**config.mk**
```make
export PLATFORM = sky130hd
export DESIGN_NAME = freqdiv_ctrl
export DESIGN_NICKNAME = d
export VERILOG_FILES = /design/src/rtl/freqdiv_ctrl.sv
export SDC_FILE = /design/constraint.sdc
export NUM_CORES = 1
export LEC_CHECK = 0
export ABC_AREA = 1
export CAP_MARGIN = 20
export CORE_MARGIN = 4
export CORE_UTILIZATION = 40
export DETAILED_ROUTE_END_ITERATION = 8
export GPL_TIMING_DRIVEN = 0
export PLACE_DENSITY_LB_ADDON = 0.2
export SLEW_MARGIN = 20
export SYNTH_ARGS = -nofsm -noshare
export SYNTH_HDL_FRONTEND = slang
export SYNTH_SLANG_ARGS = --single-unit
```
**constraint.sdc**
```tcl
create_clock -name CLK -period 2.5 [get_ports CLK]
set_clock_uncertainty 0.1 [all_clocks]
set_input_delay 0.5 -clock CLK [delete_from_list [all_inputs] [get_ports CLK]]
set_output_delay 0.5 -clock CLK [all_outputs]
set_load 0.1 [all_outputs]
```
**src/rtl/freqdiv_ctrl.sv**
```systemverilog
// Frequency-divider sequencer: start/stop, ratio select (N = 2^(SEL+1)), boundary-aligned ratio switching.
// Optional macro FREQDIV_CTRL_CNT_EN adds PERIOD_CNT, a saturating count of DIV_STB pulses.
module freqdiv_ctrl #(
    parameter int SEL_W   = 2,
    parameter int RST_SEL = 2,
    parameter int CNT_W   = SEL_W + 3
) (
    input  logic             CLK,
    input  logic             RST,
    input  logic             EN,
    input  logic             CFG_VALID,
    input  logic [SEL_W-1:0] CFG_SEL,
    output logic             CFG_READY,
    output logic [SEL_W-1:0] CUR_SEL,
    output logic             DIVCLK,
    output logic             DIV_STB,
`ifdef FREQDIV_CTRL_CNT_EN
    output logic             BUSY,
    output logic [15:0]      PERIOD_CNT
`else
    output logic             BUSY
`endif
);

    typedef enum logic [1:0] {
        S_IDLE   = 2'd0,
        S_RUN    = 2'd1,
        S_DRAIN  = 2'd2,
        S_SWITCH = 2'd3
    } state_t;

    state_t             state_r;
    state_t             state_n;
    logic [CNT_W-1:0]   cnt_r;
    logic [CNT_W-1:0]   cnt_n;
    logic [CNT_W-1:0]   cnt_inc;
    logic [SEL_W-1:0]   cur_sel_r;
    logic [SEL_W-1:0]   sel_n;
    logic [SEL_W-1:0]   pend_sel_r;
    logic [SEL_W-1:0]   pend_n;
    logic               at_last;
    logic               hs;
    logic               swap_done;
    logic               divclk_r;
    logic               div_stb_r;
    logic               cfg_ready_r;
    logic               busy_r;

    // Terminal count N-1 for a given select: the low SEL+1 bits set.
    function automatic logic [CNT_W-1:0] last_cnt(input logic [SEL_W-1:0] sel);
        logic [CNT_W-1:0] m;
        m = '0;
        for (int i = 0; i < CNT_W; i++) begin
            if (i <= int'(sel)) begin
                m[i] = 1'b1;
            end else begin
                m[i] = 1'b0;
            end
        end
        return m;
    endfunction

    assign hs      = CFG_VALID & cfg_ready_r;
    assign at_last = (cnt_r == last_cnt(cur_sel_r));
    assign cnt_inc = at_last ? {CNT_W{1'b0}} : (cnt_r + CNT_W'(1));

    // Next-state, counter and select computation.
    always_comb begin
        state_n   = state_r;
        cnt_n     = cnt_r;
        sel_n     = cur_sel_r;
        pend_n    = pend_sel_r;
        swap_done = 1'b0;
        case (state_r)
            S_IDLE: begin
                cnt_n = '0;
                if (hs) begin
                    sel_n = CFG_SEL;
                end else begin
                    sel_n = cur_sel_r;
                end
                if (EN) begin
                    state_n = S_RUN;
                end else begin
                    state_n = S_IDLE;
                end
            end
            S_RUN: begin
                cnt_n = cnt_inc;
                // A real ratio change takes priority over EN falling.
                if (hs && (CFG_SEL != cur_sel_r)) begin
                    pend_n  = CFG_SEL;
                    state_n = S_SWITCH;
                end else if (!EN) begin
                    state_n = S_DRAIN;
                end else begin
                    state_n = S_RUN;
                end
            end
            S_DRAIN: begin
                cnt_n = cnt_inc;
                if (at_last) begin
                    state_n = EN ? S_RUN : S_IDLE;
                end else begin
                    state_n = S_DRAIN;
                end
            end
            S_SWITCH: begin
                cnt_n = cnt_inc;
                if (at_last) begin
                    sel_n     = pend_sel_r;
                    swap_done = 1'b1;
                    state_n   = EN ? S_RUN : S_IDLE;
                end else begin
                    state_n = S_SWITCH;
                end
            end
            default: begin
                cnt_n   = '0;
                state_n = S_IDLE;
            end
        endcase
    end

    // FSM state, counter and registered outputs derived from next-state values.
    always_ff @(posedge CLK) begin
        if (RST) begin
            state_r     <= S_IDLE;
            cnt_r       <= '0;
            cur_sel_r   <= SEL_W'(RST_SEL);
            pend_sel_r  <= SEL_W'(RST_SEL);
            divclk_r    <= 1'b0;
            div_stb_r   <= 1'b0;
            cfg_ready_r <= 1'b1;
            busy_r      <= 1'b0;
        end else begin
            state_r     <= state_n;
            cnt_r       <= cnt_n;
            cur_sel_r   <= sel_n;
            pend_sel_r  <= pend_n;
            divclk_r    <= cnt_n[sel_n];
            div_stb_r   <= (state_n != S_IDLE) && (cnt_n == last_cnt(sel_n));
            cfg_ready_r <= (state_n == S_IDLE) || (state_n == S_RUN);
            busy_r      <= (state_n == S_DRAIN) || (state_n == S_SWITCH);
        end
    end

    assign CFG_READY = cfg_ready_r;
    assign CUR_SEL   = cur_sel_r;
    assign DIVCLK    = divclk_r;
    assign DIV_STB   = div_stb_r;
    assign BUSY      = busy_r;

`ifdef FREQDIV_CTRL_CNT_EN
    logic [15:0] period_cnt_r;

    // Saturating strobe count; a completed switch starts a fresh count.
    always_ff @(posedge CLK) begin
        if (RST) begin
            period_cnt_r <= 16'h0000;
        end else if (swap_done) begin
            period_cnt_r <= 16'h0000;
        end else if (div_stb_r && (period_cnt_r != 16'hFFFF)) begin
            period_cnt_r <= period_cnt_r + 16'h0001;
        end else begin
            period_cnt_r <= period_cnt_r;
        end
    end

    assign PERIOD_CNT = period_cnt_r;
`endif

endmodule

```
==> run_results.csv, run 1 <==
group,metric,value,unit
sta,period_minus_slack,2.39,ns
global_route,track_usage,14.4,%
sta,rsz0062_at_grt,"no",
sta,hold_violations,0,
final_layout,final_cell_mix,"nand2_1, inv_1, nor2_1, dfxtp_1, nand3_1",
power_and_ir_drop,pwr_density_cell,540,nW/um2
final_layout,fin_area,1150,um2
final_layout,diodes,0,
route,vias,943,
route,wirelength,2090,um
global_route,use_met2,22.4,%
worst_setup_path,cp-end-kind,"output pin",
worst_setup_path,path_buf_inv,1,
synth,synth-seq-area-share,30.6,%
worst_setup_path,worstPathArrival,1.79,ns
synth,synth_xor_area_share,2.68,%
floorplan,fp.dieW,57.5,um
final_layout,final_common_cell,"nand2_1",
route,routed_via_density,4.89,
place,gp_congestion,0.848,
synth,synth.mux.area_fraction,0,%
global_route,grt.overflow.total,0,
place,dp_hpwl,1650,um
cts,htreeDepth,1,
worst_setup_path,worstSetupPathType,"flip-flop to output pin",
global_route,grt_max_degree,11,
cts,cts.path.max_buffers,2,
route,drt_iter0_drc,15,
floorplan,io-pin-count,12,
place,place_inst,189,
floorplan,row_count,17,
global_route,busiest_layer,"met2",
worst_setup_path,worstPathCellList,"clkdlybuf4s50_1",
sta,fin_crit_sh,95.6,%
final_layout,utilization,50.7,%
global_route,antenna_found_initial,0,
synth,synth_top_family_by_area,"simple AND/OR/NAND/NOR gates",
sta,worstMarginPinSlew,0.971,ns
sta,setup_viol,0,
global_route,grt_pass1_vias,863,
sta,slew_headroom,35.0,%
status,status,"completed",
final_layout,drive_gt1_share,13.9,%
final_layout,stdcell_count,193,
sta,setup_slack,0.109,ns
cts,cts_tree,"done",
sta,maxClockFrequency,418,MHz
floorplan,start_util,43.1,%
route,dr.pass1.iters,4,
synth,synth_nets,161,
place,post-place-ws,0.289,ns
cts,clockRootBuffer,"clkbuf_4",
synth,synthSimpleGateAreaFrac,43.2,%
route,ant_nets,0,
global_route,met3_usage,5.66,%
cts,clkLatencyLatePin,0.31,ns
cts,cts_hold_buf,0,
worst_setup_path,critPathMaxStageDelay,1.13,ns
synth,yosysUniqueCellTypes,24,
synth,async_flop_share,0,%
worst_setup_path,cpMaxStageDelayCell,"clkdlybuf4s50_1",
final_layout,area_growth,17.6,%
synth,synth_fa_ha_area_share,6.38,%
synth,yosys_most_used_dff,"dfxtp_1",
place,dpl_cell_area,1130,um2
synth,avgSynthCellArea,6.54,um2
synth,synth_top_cell_area_share,30.6,%
route,wire_per_inst,10.8,um
route,drc_errors,0,
floorplan,coreArea,2280,um2
final_layout,nNetsFinal,177,
synth,synth-compound-area-share,7.02,%
cts,post-cts-setup-buffer-count,0,
cts,cts_made_buffers,3,
synth,synth-seq-cells,15,
flow_run,drv_cap,0,
final_layout,fillers,239,
power_and_ir_drop,vdd.ir_drop.worst,0.453,mV
floorplan,die_area,3310,um2
global_route,grt.met1_usage,18.3,%
cts,clk_pin_slew,0.11,ns
synth,synth_area,981,um2
worst_setup_path,crit_path_max_fanout,2,
cts,clock_sinks,15,
power_and_ir_drop,leakage,0.543,nW
min_path,min_path_type,"flip-flop to flip-flop",
sta,final_max_slew_viol_count,0,
global_route,grt_pass1_wl,3680,um
synth,synth_edf_count,0,
worst_setup_path,critPathRequiredTime,1.90,ns
synth,synth_cells,150,
synth,yosys-top-cells-area,"dfxtp_1, nand2_1, inv_1",
synth,synth_warnings,0,
worst_setup_path,startpoint_type,"flip-flop",
place,numPortBuffers,11,
worst_setup_path,cp_top_family,"buffers and inverters",
sta,fin_setup_tns,0,ns
synth,yosys.area.top_type,"dfxtp_1",
floorplan,die_h,57.5,um
==> where the power goes <==
part	switching (mW)	leakage [nW]	total, mW	internal (mW)
Combinational	0.143	0.407	0.201	0.0580
Clock	0.0945	0.0139	0.156	0.0611
Sequential	0.0127	0.122	0.265	0.253
==> flip-flops by register name, indices dropped and copies added, names as in the netlist <==
| signal | count |
|---|---|
| BUSY | 1 |
| CFG_READY | 1 |
| CUR_SEL | 2 |
| DIVCLK | 1 |
| DIV_STB | 1 |
| cnt_r | 5 |
| pend_sel_r | 2 |
| state_r | 2 |
==> final timing paths <==
kind | start | end | depth (start not counted) | slack [ns]
setup / recovery | CFG_READY | CFG_READY | 1 | 0.11
hold / removal | pend_sel_r[0] | pend_sel_r[0] | 2 | 0.39
setup reg to reg | state_r[0] | DIV_STB | 11 | 0.68
hold reg to reg | pend_sel_r[0] | pend_sel_r[0] | 2 | 0.39
==> routing by layer <==
| metal | up-vias | part of all wire (%) |
|---|---|---|
| li1 | 500 | - |
| met1 | 418 | 49 |
| met2 | 21 | 43 |
| met3 | 4 | 6.4 |
| met4 | 0 | 1.1 |
| met5 | - | 0 |
==> what timing repair did <==
item                                    in CTS  in global routing
hold endpoints to repair                     0                  0
gates resized for setup                      2                  0
endpoints found under the setup margin       2                  0
==> through the flow <==
step | total power, mW | hold slack (ns)
after detailed placement | 0.474 | 0.389
after global routing | 0.661 | 0.437
final | 0.622 | 0.390
after global placement | 0.472 | 0.360
after floorplan | 0.426 | 0.329
after CTS | 0.630 | 0.405
==> area by class of cell <==
class	count	area [um2]	share of cell area [%]
Tap cell	28	35.0	3.04
Clock inverter	1	7.51	0.651
Multi-Input combinational cell	109	582	50.4
Timing Repair Buffer	11	108	9.33
Sequential cell	15	300	26.0
Inverter	24	91.3	7.92
Buffer	2	7.51	0.651
Clock buffer	3	22.5	1.95
==> kinds of logic (layout without fill, tap and decap cells) <==
| family | count (synthesis) | in the layout |
|---|---|---|
| simple gates | 90 | 90 |
| compound gates | 11 | 11 |
| xor+xnor | 3 | 3 |
| fa+ha+maj | 5 | 5 |
| flops | 15 | 15 |
| buf+inv | 26 | 41 |
==> worst reg2reg max path: cells and delay by family, from the launching register on <==
kind / cells / cell delay [ns]
flops: 1 / 0.34
simple gates: 7 / 0.57
buf+inv: 3 / 0.53
fa+ha+maj: 1 / 0.22
==> cell usage after synthesis (2+ instances only) <==
master	instances
ha_1	5
a21oi_2	2
nor3_1	2
nor2_1	17
nand4_1	4
clkbuf_1	2
o21ai_0	2
dfxtp_1	15
xor2_1	2
nand2_1	43
nor2_4	2
nand2_2	9
nand3_1	10
inv_1	21
a21oi_1	4
inv_2	2
Note: power is estimated with default switching activity, not from simulation.
==> run 2: changes to the inputs <==
- CORE_MARGIN: 4 -> 1.5
- SLEW_MARGIN: 20 -> 25
==> run_results.csv, run 2 (synthesized netlist as in run 1, its figures left out) <==
group,metric,value,unit
cts,cts_made_buffers,3,
place,numPortBuffers,11,
route,wirelength,2040,um
floorplan,io-pin-count,12,
worst_setup_path,cp_num_cells,1,
worst_setup_path,startpoint_type,"flip-flop",
min_path,hp-start,"pend_sel_r[0]",
global_route,grt_max_degree,11,
flow_run,drv_cap,0,
cts,cts_tree,"done",
power_and_ir_drop,finalPower,0.607,mW
worst_setup_path,crit_path_max_fanout,2,
cts,clk_pin_slew,0.09,ns
route,ant_nets,0,
sta,final_max_slew_viol_count,0,
cts,cts_hold_buf,0,
final_layout,stdcell_count,193,
worst_setup_path,worstPathCellList,"clkdlybuf4s50_1",
final_layout,final_common_cell,"nand2_1",
final_layout,largest_reg_flops,5,
worst_setup_path,r2r-start,"state_r[0]",
cts,clock_sinks,15,
cts,clockRootBuffer,"clkbuf_4",
sta,fin_crit_sh,93.9,%
worst_setup_path,cp-end-kind,"output pin",
min_path,min_path_type,"flip-flop to flip-flop",
route,drt_iter0_drc,17,
sta,hold_violations,0,
min_path,worstHoldEndpoint,"pend_sel_r[0]",
floorplan,coreArea,2250,um2
global_route,grt_pass1_vias,894,
place,dp_hpwl,1620,um
place,place_inst,189,
sta,worstMarginPinSlew,0.967,ns
worst_setup_path,critPathRequiredTime,1.90,ns
route,drc_errors,0,
final_layout,drive_gt1_share,13.3,%
status,status,"completed",
power_and_ir_drop,leakage,0.557,nW
floorplan,die_h,52.5,um
global_route,antenna_found_initial,0,
route,routed_via_density,4.85,
final_layout,fin_area,1150,um2
worst_setup_path,worstPathArrival,1.75,ns
global_route,track_usage,18.1,%
final_layout,final_cell_mix,"nand2_1, inv_1, nor2_1, dfxtp_1, nand3_1",
final_layout,diodes,0,
final_layout,max_flop_register,"cnt_r",
worst_setup_path,r2r_setup_slack,0.67,ns
route,dr.pass1.iters,4,
sta,rsz0062_at_grt,"no",
floorplan,start_util,43.5,%
route,vias,936,
sta,setup_viol,0,
worst_setup_path,r2r_cells,11,
worst_setup_path,path_buf_inv,1,
place,post-place-ws,0.305,ns
sta,setup_slack,0.154,ns
route,wire_per_inst,10.6,um
final_layout,utilization,51.2,%
worst_setup_path,worstSetupPathType,"flip-flop to output pin",
sta,fin_setup_tns,0,ns
worst_setup_path,critPathMaxStageDelay,1.13,ns
cts,clkLatencyLatePin,0.28,ns
power_and_ir_drop,pwr_density_cell,527,nW/um2
sta,period_minus_slack,2.35,ns
sta,maxClockFrequency,426,MHz
sta,slew_headroom,35.4,%
floorplan,fp.dieW,52.5,um
global_route,grt_pass1_wl,3680,um
global_route,grt.overflow.total,0,
floorplan,die_area,2760,um2
floorplan,row_count,17,
sta,holdWs,0.386,ns
power_and_ir_drop,vdd.ir_drop.worst,0.388,mV
final_layout,area_growth,17.6,%
place,dpl_cell_area,1130,um2
min_path,hold_path_depth,2,
final_layout,nNetsFinal,177,
worst_setup_path,cp_top_family,"buffers and inverters",
worst_setup_path,cpMaxStageDelayCell,"clkdlybuf4s50_1",
cts,htreeDepth,1,
cts,cts.path.max_buffers,2,
worst_setup_path,rr_endpoint,"DIV_STB",
place,gp_congestion,0.887,
## run 2: changes by cell type in the layout (fill, tap and decap cells not counted), sizes merged
cell | before | now
clkbuf | 5 | 6
clkinvlp | 1 | 0
dlygate4sd2 | 2 | 1
dlymetal6s2s | 0 | 1
## run 2: worst reg2reg max path, stage by stage, from the launching register on
cell and delay (ns):
dfxtp_1 0.33, inv_1 0.09, ha_1 0.21, clkbuf_1 0.38, nand4_1 0.14, nand2_1 0.09, inv_1 0.08, nand3_1 0.11
nand2_1 0.05, nand2_1 0.05, nand2_1 0.04, nor2_1 0.07
## run 2: layer usage
layer  routed length (um)  track usage, %  vias up
li1                     -               -      496
met1                 1030            23.2      421
met2                  914            28.3       17
met3                   80            5.71        2
met4                   16            6.41        0
met5                    0               0        -
## run 2: cell type report
cell class              count  area [um2]
fillers                   248        1100
repair buffers             11         111
clock buffers               4        26.3
inverters                  24        91.3
multi-input cells         109         582
plain buffers               2        7.51
well taps                  28        35.0
flip-flops and latches     15         300
## run 2: repair_timing
item | in CTS | in global routing
gates resized for setup | 1 | 1
pin swaps | 0 | 0
setup endpoints to repair | 1 | 1
setup buffers | 0 | 0
hold endpoints to repair | 0 | 0
## run 2: worst max-delay path by stage
| stage | from | end | slack [ns] |
|---|---|---|---|
| final | CFG_READY | CFG_READY | 0.15 |
| after detailed placement | CUR_SEL[1] | CUR_SEL[1] | 0.30 |
| after floorplan | CUR_SEL[1] | DIV_STB | 0.27 |
| after global routing | CFG_READY | CFG_READY | 0.1 |
| after CTS | CUR_SEL[0] | CUR_SEL[0] | 0.02 |
| after global placement | CUR_SEL[1] | CUR_SEL[1] | 0.29 |
## run 2: power by group
part | internal (mW) | switching [mW]
Sequential | 0.253 | 0.0123
Combinational | 0.0587 | 0.144
Clock | 0.0620 | 0.0780
==> run 3: changes to the inputs <==
- MAX_ROUTING_LAYER: default -> met4
==> run_results.csv, run 3 (synthesized netlist as in run 1, its figures left out) <==
group,metric,value,unit
sta,holdWs,0.386,ns
route,wirelength,2040,um
final_layout,final_cell_mix,"nand2_1, inv_1, nor2_1, dfxtp_1, nand3_1",
route,routed_via_density,4.84,
final_layout,area_growth,17.6,%
floorplan,row_count,17,
sta,fin_setup_tns,0,ns
worst_setup_path,cp_top_family,"buffers and inverters",
worst_setup_path,worstPathArrival,1.75,ns
place,post-place-ws,0.305,ns
power_and_ir_drop,pwr_density_cell,527,nW/um2
cts,clock_sinks,15,
floorplan,die_h,52.5,um
worst_setup_path,cpMaxStageDelayCell,"clkdlybuf4s50_1",
power_and_ir_drop,finalPower,0.607,mW
cts,cts_made_buffers,3,
worst_setup_path,worstPathCellList,"clkdlybuf4s50_1",
final_layout,nNetsFinal,177,
final_layout,max_flop_register,"cnt_r",
sta,setup_viol,0,
sta,worstMarginPinSlew,0.967,ns
cts,cts_tree,"done",
min_path,min_path_type,"flip-flop to flip-flop",
cts,cts_hold_buf,0,
worst_setup_path,worstSetupPathType,"flip-flop to output pin",
power_and_ir_drop,vdd.ir_drop.worst,0.388,mV
floorplan,start_util,43.5,%
sta,rsz0062_at_grt,"no",
worst_setup_path,path_buf_inv,1,
cts,cts.path.max_buffers,2,
place,dp_hpwl,1620,um
place,numPortBuffers,11,
place,gp_congestion,0.902,
global_route,grt_pass1_vias,891,
sta,final_max_slew_viol_count,0,
global_route,track_usage,18.5,%
final_layout,stdcell_count,193,
cts,clockRootBuffer,"clkbuf_4",
worst_setup_path,critPathMaxStageDelay,1.13,ns
route,wire_per_inst,10.6,um
sta,hold_violations,0,
global_route,grt_pass1_wl,3680,um
final_layout,diodes,0,
cts,clkLatencyLatePin,0.28,ns
sta,setup_slack,0.154,ns
floorplan,io-pin-count,12,
worst_setup_path,crit_path_max_fanout,2,
floorplan,die_area,2760,um2
route,dr.pass1.iters,4,
route,vias,935,
status,status,"completed",
sta,maxClockFrequency,426,MHz
final_layout,largest_reg_flops,5,
place,place_inst,189,
final_layout,fillers,248,
power_and_ir_drop,leakage,0.557,nW
final_layout,drive_gt1_share,13.3,%
worst_setup_path,startpoint_type,"flip-flop",
sta,fin_crit_sh,93.9,%
route,ant_nets,0,
final_layout,final_common_cell,"nand2_1",
route,drt_iter0_drc,19,
cts,clk_pin_slew,0.09,ns
worst_setup_path,cp-end-kind,"output pin",
sta,period_minus_slack,2.35,ns
worst_setup_path,critPathRequiredTime,1.90,ns
sta,slew_headroom,35.4,%
flow_run,drv_cap,0,
cts,htreeDepth,1,
global_route,grt_max_degree,11,
floorplan,coreArea,2250,um2
global_route,grt.overflow.total,0,
route,drc_errors,0,
floorplan,fp.dieW,52.5,um
global_route,antenna_found_initial,0,
==> run 3: cell counts in the layout (fill, tap and decap cells not counted) <==
No cell type changed its count.
==> run 3: path summary, 6_finish.rpt <==
path / from / end / slack (ns) / cells past startpoint
max reg2reg: state_r[0] / DIV_STB / 0.67 / 11
min: pend_sel_r[0] / pend_sel_r[0] / 0.39 / 2
min reg2reg: pend_sel_r[0] / pend_sel_r[0] / 0.39 / 2
max: CFG_READY / CFG_READY / 0.15 / 1
==> run 3: metrics by stage <==
| stage | utilization, % | area, um2 |
|---|---|---|
| after floorplan | - | 981 |
| after global placement | 49.9 | 1130 |
| after detailed placement | 49.9 | 1130 |
| after CTS | 51.1 | 1150 |
| after global routing | 51.2 | 1150 |
| final | 51.2 | 1150 |
==> run 3: area by class of cell <==
type | instances | area (um2) | area share, %
Multi-Input combinational cell | 109 | 582 | 50.4
Sequential cell | 15 | 300 | 26.0
Timing Repair Buffer | 11 | 111 | 9.65
Inverter | 24 | 91.3 | 7.92
Tap cell | 28 | 35.0 | 3.04
Clock buffer | 4 | 26.3 | 2.28
Buffer | 2 | 7.51 | 0.651
==> run 3: timing repair <==
| item | in CTS | in global routing |
|---|---|---|
| pin swaps | 0 | 0 |
| hold endpoints to repair | 0 | 0 |
| resized for setup | 1 | 1 |
| setup endpoints to repair | 1 | 1 |
| buffers inserted | 0 | 0 |
==> run 3: metal layers <==
metal	part of all wire (%)	vias to the layer above	global-route usage, %	wire length [um]
met5	0	-	-	0
li1	-	496	-	-
met4	0.79	0	6.41	16
met1	50	420	23.2	1030
met3	3.8	2	5.71	78
met2	45	17	28.3	917
==> run 3: worst min-delay path, stage by stage, from the launching register on <==
cell and delay (ns):
dfxtp_1 0.31, inv_1 0.08, a21oi_1 0.07
==> run 3: where the power goes <==
part,switching (mW),internal (mW),total (mW)
Combinational,0.144,0.0587,0.202
Sequential,0.0123,0.253,0.265
Clock,0.0781,0.0620,0.140
